<file path="src/rtl/ext_uart_rx.sv">
// UART 8N1 receiver that packs bytes MSB-first into an N-bit word for the pico core ext port.
// Optional even parity bit is enabled by defining EXT_UART_RX_PARITY_EN.
module ext_uart_rx #(
  parameter int unsigned N            = 16,
  parameter int unsigned CLKS_PER_BIT = 16
) (
  input  logic         clk_i,
  input  logic         rst_i,
  input  logic         rx_i,
  output logic [N-1:0] ext_data_o,
  output logic         ext_int_o,
  output logic         frame_err_o
);

  localparam int unsigned BYTES = N / 8;
  localparam int unsigned CNT_W = $clog2(CLKS_PER_BIT);
  localparam int unsigned BC_W  = $clog2(BYTES + 1);

  localparam logic [CNT_W-1:0] HALF_LAST = CNT_W'(CLKS_PER_BIT / 2 - 1);
  localparam logic [CNT_W-1:0] FULL_LAST = CNT_W'(CLKS_PER_BIT - 1);
  localparam logic [BC_W-1:0]  LAST_BYTE = BC_W'(BYTES - 1);

`ifdef EXT_UART_RX_PARITY_EN
  typedef enum logic [2:0] {IDLE, START, DATA, PARITY, STOP, WAIT_IDLE} state_t;
`else
  typedef enum logic [2:0] {IDLE, START, DATA, STOP, WAIT_IDLE} state_t;
`endif

  state_t           state_q;
  logic             sync1_q;
  logic             sync2_q;
  logic [CNT_W-1:0] clkCnt_q;
  logic [2:0]       bitIdx_q;
  logic [7:0]       rxByte_q;
  logic [N-1:0]     word_q;
  logic [BC_W-1:0]  byteCnt_q;
  logic [N-1:0]     extData_q;
  logic             extInt_q;
  logic             frameErr_q;
`ifdef EXT_UART_RX_PARITY_EN
  logic             parityBad_q;
`endif

  logic         rxs;
  logic [N-1:0] wordNext_d;

  assign rxs        = sync2_q;
  assign wordNext_d = (word_q << 8) | N'(rxByte_q);

  assign ext_data_o  = extData_q;
  assign ext_int_o   = extInt_q;
  assign frame_err_o = frameErr_q;

  // Every sample after the start bit lands exactly one bit period after the previous one.
  always_ff @(posedge clk_i or posedge rst_i) begin
    if (rst_i) begin
      state_q     <= IDLE;
      sync1_q     <= 1'b1;
      sync2_q     <= 1'b1;
      clkCnt_q    <= '0;
      bitIdx_q    <= '0;
      rxByte_q    <= '0;
      word_q      <= '0;
      byteCnt_q   <= '0;
      extData_q   <= '0;
      extInt_q    <= 1'b0;
      frameErr_q  <= 1'b0;
`ifdef EXT_UART_RX_PARITY_EN
      parityBad_q <= 1'b0;
`endif
    end else begin
      sync1_q  <= rx_i;
      sync2_q  <= sync1_q;
      extInt_q <= 1'b0;

      case (state_q)
        IDLE: begin
          if (!rxs) begin
            clkCnt_q <= '0;
            state_q  <= START;
          end
        end

        START: begin
          if (clkCnt_q == HALF_LAST) begin
            clkCnt_q <= '0;
            if (!rxs) begin
              bitIdx_q    <= '0;
              state_q     <= DATA;
`ifdef EXT_UART_RX_PARITY_EN
              parityBad_q <= 1'b0;
`endif
            end else begin
              state_q <= IDLE;
            end
          end else begin
            clkCnt_q <= clkCnt_q + 1'b1;
          end
        end

        DATA: begin
          if (clkCnt_q == FULL_LAST) begin
            clkCnt_q <= '0;
            rxByte_q <= {rxs, rxByte_q[7:1]};
            bitIdx_q <= bitIdx_q + 1'b1;
            if (bitIdx_q == 3'd7) begin
`ifdef EXT_UART_RX_PARITY_EN
              state_q <= PARITY;
`else
              state_q <= STOP;
`endif
            end
          end else begin
            clkCnt_q <= clkCnt_q + 1'b1;
          end
        end

`ifdef EXT_UART_RX_PARITY_EN
        // A parity failure still walks through STOP so a break is routed to WAIT_IDLE.
        PARITY: begin
          if (clkCnt_q == FULL_LAST) begin
            clkCnt_q <= '0;
            if (rxs != ^rxByte_q) begin
              parityBad_q <= 1'b1;
              frameErr_q  <= 1'b1;
              byteCnt_q   <= '0;
            end
            state_q <= STOP;
          end else begin
            clkCnt_q <= clkCnt_q + 1'b1;
          end
        end
`endif

        STOP: begin
          if (clkCnt_q == FULL_LAST) begin
            clkCnt_q <= '0;
            if (rxs) begin
              state_q <= IDLE;
`ifdef EXT_UART_RX_PARITY_EN
              if (!parityBad_q) begin
`else
              begin
`endif
                word_q <= wordNext_d;
                if (byteCnt_q == LAST_BYTE) begin
                  extData_q <= wordNext_d;
                  extInt_q  <= 1'b1;
                  byteCnt_q <= '0;
                end else begin
                  byteCnt_q <= byteCnt_q + 1'b1;
                end
              end
            end else begin
              frameErr_q <= 1'b1;
              byteCnt_q  <= '0;
              state_q    <= WAIT_IDLE;
            end
          end else begin
            clkCnt_q <= clkCnt_q + 1'b1;
          end
        end

        WAIT_IDLE: begin
          if (rxs) state_q <= IDLE;
        end

        default: state_q <= IDLE;
      endcase
    end
  end

endmodule

</file>
<file path="config.mk">
export PLATFORM = sky130hd
export DESIGN_NAME = ext_uart_rx
export DESIGN_NICKNAME = d
export VERILOG_FILES = /design/src/rtl/ext_uart_rx.sv
export SDC_FILE = /design/constraint.sdc
export NUM_CORES = 1
export LEC_CHECK = 0
export CAP_MARGIN = 30
export CORE_MARGIN = 4
export CORE_UTILIZATION = 63
export CTS_CLUSTER_DIAMETER = 30
export CTS_CLUSTER_SIZE = 14
export DETAILED_ROUTE_END_ITERATION = 8
export DONT_BUFFER_PORTS = 1
export PLACE_DENSITY = 0.79
export SYNTH_ARGS = -nofsm -noshare
export SYNTH_HDL_FRONTEND = slang
export SYNTH_SLANG_ARGS = --single-unit
export TNS_END_PERCENT = 30
</file>
<file path="constraint.sdc">
create_clock -name clk_i -period 2.99 [get_ports clk_i]
set_input_delay 0.299 -clock clk_i [delete_from_list [all_inputs] [get_ports clk_i]]
set_output_delay 0.299 -clock clk_i [all_outputs]
set_load 0.005 [all_outputs]
</file>
# == Word-level counts from Yosys, hierarchy flattened ==
# Cells that the tools add are included.
# word_totals
register_bits,48
in_bits,3
output_inout_bits,18
wordCells,66
# classes
n_addsub,3
eq_ne,15
mux,23
bitwise,2
n_reduce_logical,12
# ops
cell,count
3-bit two-way mux,10
16-bit by 8-bit OR with 16-bit output,1
3-bit one-hot mux with 5 select lines,1
2-bit inequality test (second input constant),7
4-bit two-way mux,3
4-bit one-hot mux with 3 select lines,1
4-bit AND reduction,2
3-bit by 2-bit equality test with 1-bit output (second input constant),2
3-bit equality test (second input constant),2
2-bit two-way mux,3
3-bit one-hot mux with 2 select lines,1
2-bit AND reduction,3
3-bit AND reduction,2
6-bit AND reduction,1
4-bit by 1-bit adder with 4-bit output (second input constant),1
4-bit by 3-bit equality test with 1-bit output (second input constant),1
4-bit equality test (second input constant),1
1-bit two-way mux,4
3-bit by 1-bit adder with 3-bit output (second input constant),1
3-bit by 1-bit equality test with 1-bit output (second input constant),1
3-bit logical NOT,1
3-bit nonzero test,1
2-bit by 1-bit adder with 2-bit output (second input constant),1
2-bit by 1-bit equality test with 1-bit output (second input constant),1
other kinds (3),3

# == Longest topological paths before layout ==
# Gate-level depths: netlist (run 1).
# depth
depth_word,5
ltp_mapped,5
depth_no_buf,5

# == Worst setup path before layout (run 1) ==
# OpenSTA, ideal clock, no wires.
# synth_timing
kind,flip-flop to flip-flop
start,register clkCnt_q[0]
end,"register extData_q[2], in the netlist ext_data_o[2]"
setup_ns,0.125
arrival_time_ns,1.760
required_ns,2.865
path_slack_ns,1.105
path_stages_with_launch,6
path_buffers,1
period_less_slack_ns,1.885
path_cell_list,dfrtp_1 > ha_1 > nand4b_4 > nor4_4 > buf_6 > mux2_2
# synth_between
elab_chain_cells,2
# synth_lines
element,line_no,rtl
from (decl),32,logic [CNT_W-1:0] clkCnt_q;
from (signal assigned),97,clkCnt_q <= clkCnt_q + 1'b1;
from (signal assigned),114,clkCnt_q <= clkCnt_q + 1'b1;
from (signal assigned),160,clkCnt_q <= clkCnt_q + 1'b1;
4-bit equality test,136,if (clkCnt_q == FULL_LAST) begin
4-bit AND reduction (no source line),--,
to (signal assigned),147,extData_q <= wordNext_d;
to (decl),37,logic [N-1:0] extData_q;
# Every way passes these cells.
# A chain may end at the register's enable or synchronous reset.

# == Worst setup path after layout (run 1) ==
# layout_timing
start,register clkCnt_q[0]
end,register bitIdx_q[0]
# layout_between
elab_chain_cells,3
word_cells_on_any_way,5
# layout_lines
element,line_no,rtl
4-bit equality test / 4-bit by 3-bit equality test with 1-bit output (equally long branches),"102, 85",
2-bit inequality test (no source line),--,
4-bit AND reduction (no source line) *,--,
to (signal assigned),105,bitIdx_q <= bitIdx_q + 1'b1;
to (decl),33,logic [2:0] bitIdx_q;
# Mark *: on every way between the ends. The rest lies on a longest branch, timed or not.

==> qor.json, run 1 <==
{
  "max_cap_violations": 0,
  "total_leakage_power_uw": 0.00105,
  "place.gp.congestion": 0.784,
  "tightestPinTransition_ps": 538,
  "share_of_final_layout_standard_cells_stronger_than_drive_strength_1_pct": 34.5,
  "critical_path.endpoint_type": "register",
  "core_outline_area_sq_mm": 0.00285,
  "ctsRootBufferMaster": "sky130_fd_sc_hd__clkbuf_4",
  "antenna_cells_inserted": 0,
  "wirelength_um": 3010,
  "grt_first_pass_wirelength_um": 5220,
  "critPathSlowestCell": "sky130_fd_sc_hd__dfrtp_1",
  "outcome": "finished clean",
  "maximum_cell_stage_delay_along_the_critical_path_ps": 410,
  "timing.critical_path.buf_inv": 1,
  "rsz0062_at_grt": "false",
  "htree_num_levels": 2,
  "clock_tree_from_tritoncts": "done",
  "drt_iter0_drc": 26,
  "p_per_area_mw_per_mm2": 582,
  "total_nets_final": 150,
  "cell_breakdown_of_the_critical_path": "ha_1 > nand4b_4 > nor3b_1 > buf_4 > a31oi_1 > mux2_2",
  "final_common_cell": "sky130_fd_sc_hd__dfrtp_1",
  "vias_in_the_first_global_route": 1095,
  "worst-r2r-setup-slack_ps": 1050,
  "die_h_um": 63.6,
  "total_area_of_multi_input_combinational_cells_sq_um": 687,
  "report.power.total_uw": 1210,
  "slew_violations": 0,
  "std_cell_rows": 19,
  "final_cell_mix": "sky130_fd_sc_hd__dfrtp_1, sky130_fd_sc_hd__mux2_2, sky130_fd_sc_hd__nor2_1",
  "period_share_pct": 64.8,
  "hold_violations": 0,
  "netlist_instances": 137,
  "design.portCount": 21,
  "number_of_design_rule_violations_left_after_detail_routing": 0,
  "pin_count_of_the_biggest_net_entering_global_routing": 49,
  "via_density": 5.84,
  "ff_latch_area_sq_mm": 0.00120,
  "post_synthesis_average_cell_area_sq_um": 14.2,
  "area.growth.synth_to_final_pct": 6.36,
  "dpl.cell_count": 165,
  "stdcell_count": 176,
  "globalRouteOverflowTotal": 0,
  "yosysWarnings": 0,
  "clock_skews_ps": 2.63,
  "clock-sinks": 48,
  "insertion_delay_ps": 360,
  "timing.critical_path.fanout_max": 7,
  "critical-path-top-delay-family": "simple AND/OR/NAND/NOR gates",
  "ys_seq_elements": 48,
  "arrival_ps": 2200,
  "timing.critical_path.required_ps": 3250,
  "cts_made_buffers": 5,
  "fmax_mhz": 516,
  "startpoint_type": "register",
  "setup_violations": 0,
  "cts-root-to-sink-buffers": 2,
  "routedWlPerCell_um": 17.1,
  "synth.net_count": 143,
  "layout.filler_cells": 188,
  "drt_pre_antenna_iters": 4,
  "die_area_sq_mm": 0.00405,
  "clock_period_minus_final_worst_setup_slack_ps": 1940,
  "routed-via-count": 1028,
  "vdd_drop_max_mv": 0.422,
  "netlist_area_sq_mm": 0.00195,
  "die_width_um": 63.6,
  "worst_max_slew_margin_expressed_relative_to_the_limit_pct": 64.1,
  "hpwlAfterDp_um": 2040,
  "holdCritPathClass": "in -> async",
  "timing.setup.critical_path_class": "reg -> reg",
  "globalRouteTotalUtil_pct": 17.2,
  "initial_utilization_pct": 68.3,
  "numPortBuffers": 0,
  "number_of_antenna_violations_at_the_first_check_in_global_routing": 0,
  "cts_resized": 0,
  "finalSetupTns_ps": 0,
  "clk_pin_slew_ps": 130,
  "netlist-cell-type-count": 28,
  "synth_seq_area_share_pct": 61.8,
  "routed_antenna_nets": 0
}
==> state kept, by name (all words and copies together) (netlist names), 2 cells and up <==
register / cells
ext_data_o: 16
rxByte_q: 8
clkCnt_q: 4
bitIdx_q: 3
byteCnt_q: 2
state_q: 3
word_q: 8
==> synthesized netlist by cell type, drive strengths merged <==
cell type  count  area, sq um
o21ai          4         20.0
buf            5         37.5
inv            4         15.0
a31oi          1         6.26
ha             3         37.5
clkbuf         1         5.00
nor4           1         21.3
nand3          3         15.0
nor2           8         32.5
a21o           1         7.51
nand4b         1         23.8
nor3           3         15.0
a22o           3         26.3
a21oi          4         20.0
o31ai          1         7.51
a21boi         1         7.51
nand2          6         22.5
xnor2          1         8.76
dfstp          2         52.6
a41o           1         10.0
nand2b         1         6.26
mux2          34          383
dfrtp         46         1150
nor3b          1         7.51
xor2           1         8.76
==> area by class of cell <==
class / instances / area share [%]
Sequential cell: 48 / 58.1
Multi-Input combinational cell: 79 / 33.2
Timing Repair Buffer: 6 / 3.02
Clock buffer: 6 / 2.48
Tap cell: 31 / 1.87
Inverter: 4 / 0.725
Clock inverter: 2 / 0.664
==> routing by layer <==
| layer | track usage (%) | wire length, um |
|---|---|---|
| met1 | 20.9 | 1390 |
| met2 | 26.7 | 1410 |
| met5 | 0 | 0 |
| met4 | 6.47 | 54 |
| met3 | 7.82 | 147 |
==> repair_timing <==
item                                   in CTS  in global routing
endpoints found under the hold margin       1                 46
hold buffers                                1                  1
buffers inserted                            0                  0
==> per-stage QoR <==
stage / instance area [sq um] / utilization (%) / setup WS [ps] / hold WS (ps)
floorplan: 1950 / - / 1110 / 303
global placement: 1970 / 68.9 / 1140 / 304
detailed placement: 1970 / 68.9 / 1110 / 304
CTS: 2040 / 71.6 / 1080 / 26.5
global route: 2070 / 72.6 / 947 / 217
finish: 2070 / 72.6 / 1050 / 236
==> logic make-up after synthesis <==
logic type,synth area share [%]
AND/OR/NAND/NOR,7.39
AO/OA/AOI/OAI,5.40
buffers and inverters,2.95
flip-flops,61.8
adder cells (fa/ha/maj),1.93
XOR/XNOR,0.899
multiplexers,19.7
==> worst paths after layout <==
kind                             start       endpoint  depth (start not counted)
max in group asynchronous        rst_i            rxs                          3
min reg2reg                    sync1_q            rxs                          0
max reg2reg                clkCnt_q[0]    bitIdx_q[0]                          6
min in group clk_i             sync1_q            rxs                          0
min                              rst_i  ext_data_o[0]                          2
max                        clkCnt_q[0]    bitIdx_q[0]                          6
==> power by group <==
group / internal [uW] / leakage (uW) / switching (uW)
Clock: 117 / 0.0000386 / 204
Combinational: 64.4 / 0.000353 / 76.7
Sequential: 687 / 0.000656 / 56.7
Note: power is estimated with default switching activity, not from simulation.
==> inputs of run 2 (changes only) <==
- CORE_UTILIZATION: 63 -> 55
- PLACE_DENSITY: 0.79 -> 0.73
- clock period: 2.99 -> 1.6 ns (I/O delays scaled with it)
==> qor.json, run 2 (synthesis gave the netlist of run 1 again) <==
{
  "drt_pre_antenna_iters": {"value": 4, "change": "unchanged"},
  "final_cell_mix": "sky130_fd_sc_hd__dfrtp_1, sky130_fd_sc_hd__mux2_4, sky130_fd_sc_hd__buf_4",
  "arrival": {"value": 1940, "unit": "ps", "change": "-260 ps"},
  "area.growth.synth_to_final_pct": 24.9,
  "routed_antenna_nets": {"value": 0, "change": "unchanged"},
  "insertion_delay": {"value": 370, "unit": "ps", "change": "about the same"},
  "rsz0062_at_grt": "true",
  "die_width": {"value": 67.5, "unit": "um", "change": "+6.1%"},
  "final_common_cell": "sky130_fd_sc_hd__dfrtp_1",
  "maximum_cell_stage_delay_along_the_critical_path": {"value": 590, "unit": "ps", "change": "+180 ps"},
  "hpwlAfterDp": {"value": 2300, "unit": "um", "change": "+13%"},
  "critical_path.endpoint_type": "register",
  "total_nets_final": {"value": 169, "change": "+13%"},
  "timing.critical_path.fanout_max": {"value": 4, "change": "-3"},
  "fin_hold_ws": {"value": 260, "unit": "ps", "change": "+23.9 ps"},
  "outcome": "finished with violations",
  "timing.critical_path.from": "rxs",
  "failed_checks": "negative setup slack",
  "max_cap_violations": {"value": 0, "change": "unchanged"},
  "initial_utilization": {"value": 57.5, "unit": "%", "change": "-11 points"},
  "layout.filler_cells": {"value": 210, "change": "+12%"},
  "via_density": {"value": 5.62, "change": "-3.7%"},
  "total_area_of_multi_input_combinational_cells": {"value": 822, "unit": "sq um", "change": "+20%"},
  "die_h": {"value": 67.5, "unit": "um", "change": "+6.1%"},
  "worst_max_slew_margin_expressed_relative_to_the_limit": {"value": 67.2, "unit": "%", "change": "+3.1 points"},
  "timing.critical_path.required": {"value": 1860, "unit": "ps", "change": "-1390 ps"},
  "stdcell_count": {"value": 210, "change": "+19%"},
  "pre_cts_ws": {"value": -138, "unit": "ps", "change": "-1250 ps"},
  "clock_skews": {"value": 11.9, "unit": "ps", "change": "+9.23 ps"},
  "p_per_area": {"value": 1010, "unit": "mW/mm^2", "change": "+73%"},
  "drt_iter0_drc": {"value": 45, "change": "+73%"},
  "std_cell_rows": {"value": 21, "change": "+2"},
  "core_outline_area": {"value": 0.00339, "unit": "sq mm", "change": "+19%"},
  "grt_first_pass_wirelength": {"value": 5930, "unit": "um", "change": "+14%"},
  "hold_violations": {"value": 0, "change": "unchanged"},
  "ff_latch_area": {"value": 0.00120, "unit": "sq mm", "change": "unchanged"},
  "wirelength": {"value": 3680, "unit": "um", "change": "+22%"},
  "pin_count_of_the_biggest_net_entering_global_routing": {"value": 26, "change": "-47%"},
  "number_of_antenna_violations_at_the_first_check_in_global_routing": {"value": 0, "change": "unchanged"},
  "critPathSlowestCell": "sky130_fd_sc_hd__dfstp_2",
  "timing.rr.start": "rxs",
  "clock_period_minus_final_worst_setup_slack": {"value": 1680, "unit": "ps", "change": "-253 ps"},
  "period_share": {"value": 105, "unit": "%", "change": "+40 points"},
  "antenna_cells_inserted": {"value": 0, "change": "unchanged"},
  "cts-root-to-sink-buffers": {"value": 2, "change": "unchanged"},
  "share_of_final_layout_standard_cells_stronger_than_drive_strength_1": {"value": 45.7, "unit": "%", "change": "+11 points"},
  "clock-sinks": {"value": 48, "change": "unchanged"},
  "fmax": {"value": 594, "unit": "MHz", "change": "+15%"},
  "routedWlPerCell": {"value": 17.5, "unit": "um", "change": "+2.4%"},
  "startpoint_type": "register",
  "final.setup.worst_slack": {"value": -83.6, "unit": "ps", "change": "-1140 ps"},
  "timing.setup.critical_path_class": "reg -> reg",
  "htree_num_levels": {"value": 2, "change": "unchanged"},
  "number_of_design_rule_violations_left_after_detail_routing": {"value": 0, "change": "unchanged"},
  "numPortBuffers": {"value": 0, "change": "unchanged"},
  "clock_tree_from_tritoncts": "done",
  "finalSetupTns": {"value": -932, "unit": "ps", "change": "-932 ps"},
  "place.gp.congestion": {"value": 0.776, "change": "-1.1%"},
  "routed-via-count": {"value": 1181, "change": "+15%"},
  "cts_made_buffers": {"value": 5, "change": "unchanged"},
  "slew_violations": {"value": 0, "change": "unchanged"},
  "vias_in_the_first_global_route": {"value": 1192, "change": "+8.9%"},
  "clk_pin_slew": {"value": 140, "unit": "ps", "change": "about the same"},
  "total_leakage_power": {"value": 0.00118, "unit": "uW", "change": "+13%"},
  "globalRouteOverflowTotal": {"value": 0, "change": "unchanged"},
  "vdd_drop_max": {"value": 0.600, "unit": "mV", "change": "+42%"},
  "setup_violations": {"value": 17, "change": "+17"},
  "cell_breakdown_of_the_critical_path": "nand3_4 > nor4_4 > buf_4 > clkbuf_16 > mux2_4",
  "dpl.cell_count": {"value": 191, "change": "+16%"},
  "die_area": {"value": 0.00456, "unit": "sq mm", "change": "+13%"},
  "globalRouteTotalUtil": {"value": 17.8, "unit": "%", "change": "+0.64 points"},
  "tightestPinTransition": {"value": 491, "unit": "ps", "change": "-47.0 ps"},
  "ctsRootBufferMaster": "sky130_fd_sc_hd__clkbuf_4",
  "largest_register_ff_count": {"value": 16, "change": "unchanged"},
  "design.portCount": {"value": 21, "change": "unchanged"},
  "holdCritPathClass": "in -> async",
  "worst-r2r-setup-slack": {"value": -80, "unit": "ps", "change": "-1140 ps"}
}
## run 2: changes by cell type in the layout (fill, tap and decap cells not counted), sizes merged
cell / previous run / this run
clkbuf: 6 / 8
buf: 4 / 21
## run 2: where the power goes
| part | internal (uW) | total (uW) | switching, uW |
|---|---|---|---|
| Combinational | 245 | 483 | 238 |
| Clock | 218 | 611 | 393 |
| Sequential | 1290 | 1360 | 74.6 |
| Total | 1750 | 2450 | 705 |
## run 2: path summary, 6_finish.rpt
check / endpoint / cells past startpoint
hold reg to reg: rxs / 0
min in group clk_i: sync1_q / 1
setup reg to reg: ext_data_o[0] / 5
hold / removal: ext_data_o[9] / 2
max in group asynchronous: rxs / 3
setup / recovery: ext_data_o[0] / 5
## run 2: cell type report
type                       count  area share [%]
clock buffer                   6            2.11
tap                           46            2.37
clock inverter                 2           0.566
multi-input combinational     79            33.8
timing repair buffer          25            11.1
sequential                    48            49.5
inverter                       4           0.617
## run 2: per-layer routing
layer | up-vias | GRT usage [%] | wire (um)
met5 | - | 0 | 0
met2 | 34 | 27.2 | 1720
met1 | 605 | 23.8 | 1670
met3 | 10 | 5.32 | 201
li1 | 532 | - | -
met4 | 0 | 6.84 | 87
## run 2: critical path, delay by kind of cell, from the launching register on
family | cells | cell delay (ps)
flip-flops | 1 | 590
AND/OR/NAND/NOR | 2 | 370
buffers and inverters | 2 | 330
multiplexers | 1 | 290
## run 2: through the flow
step | utilization, % | instance area [sq um] | total power, uW
after floorplan | - | 1960 | 1640
after global placement | 62.5 | 2120 | 1760
after detailed placement | 62.5 | 2120 | 1780
after CTS | 68.0 | 2300 | 2420
after global routing | 71.8 | 2430 | 2590
final | 71.8 | 2430 | 2450
## run 2: timing repair
action | 4_1_cts | 5_1_grt
buffers inserted | 4 | 3
cloned | 1 | 1
hold buffers | 2 | 0
endpoints found under the setup margin | 26 | 35
hold endpoints to repair | 24 | 0
resized for setup | 10 | 22
pin swaps | 2 | 0
==> inputs of run 3 (changes only) <==
- GPL_ROUTABILITY_DRIVEN: default -> 1
==> results of run 3 <==
No change in the layout: final DEF, timing and power equal those of run 2.
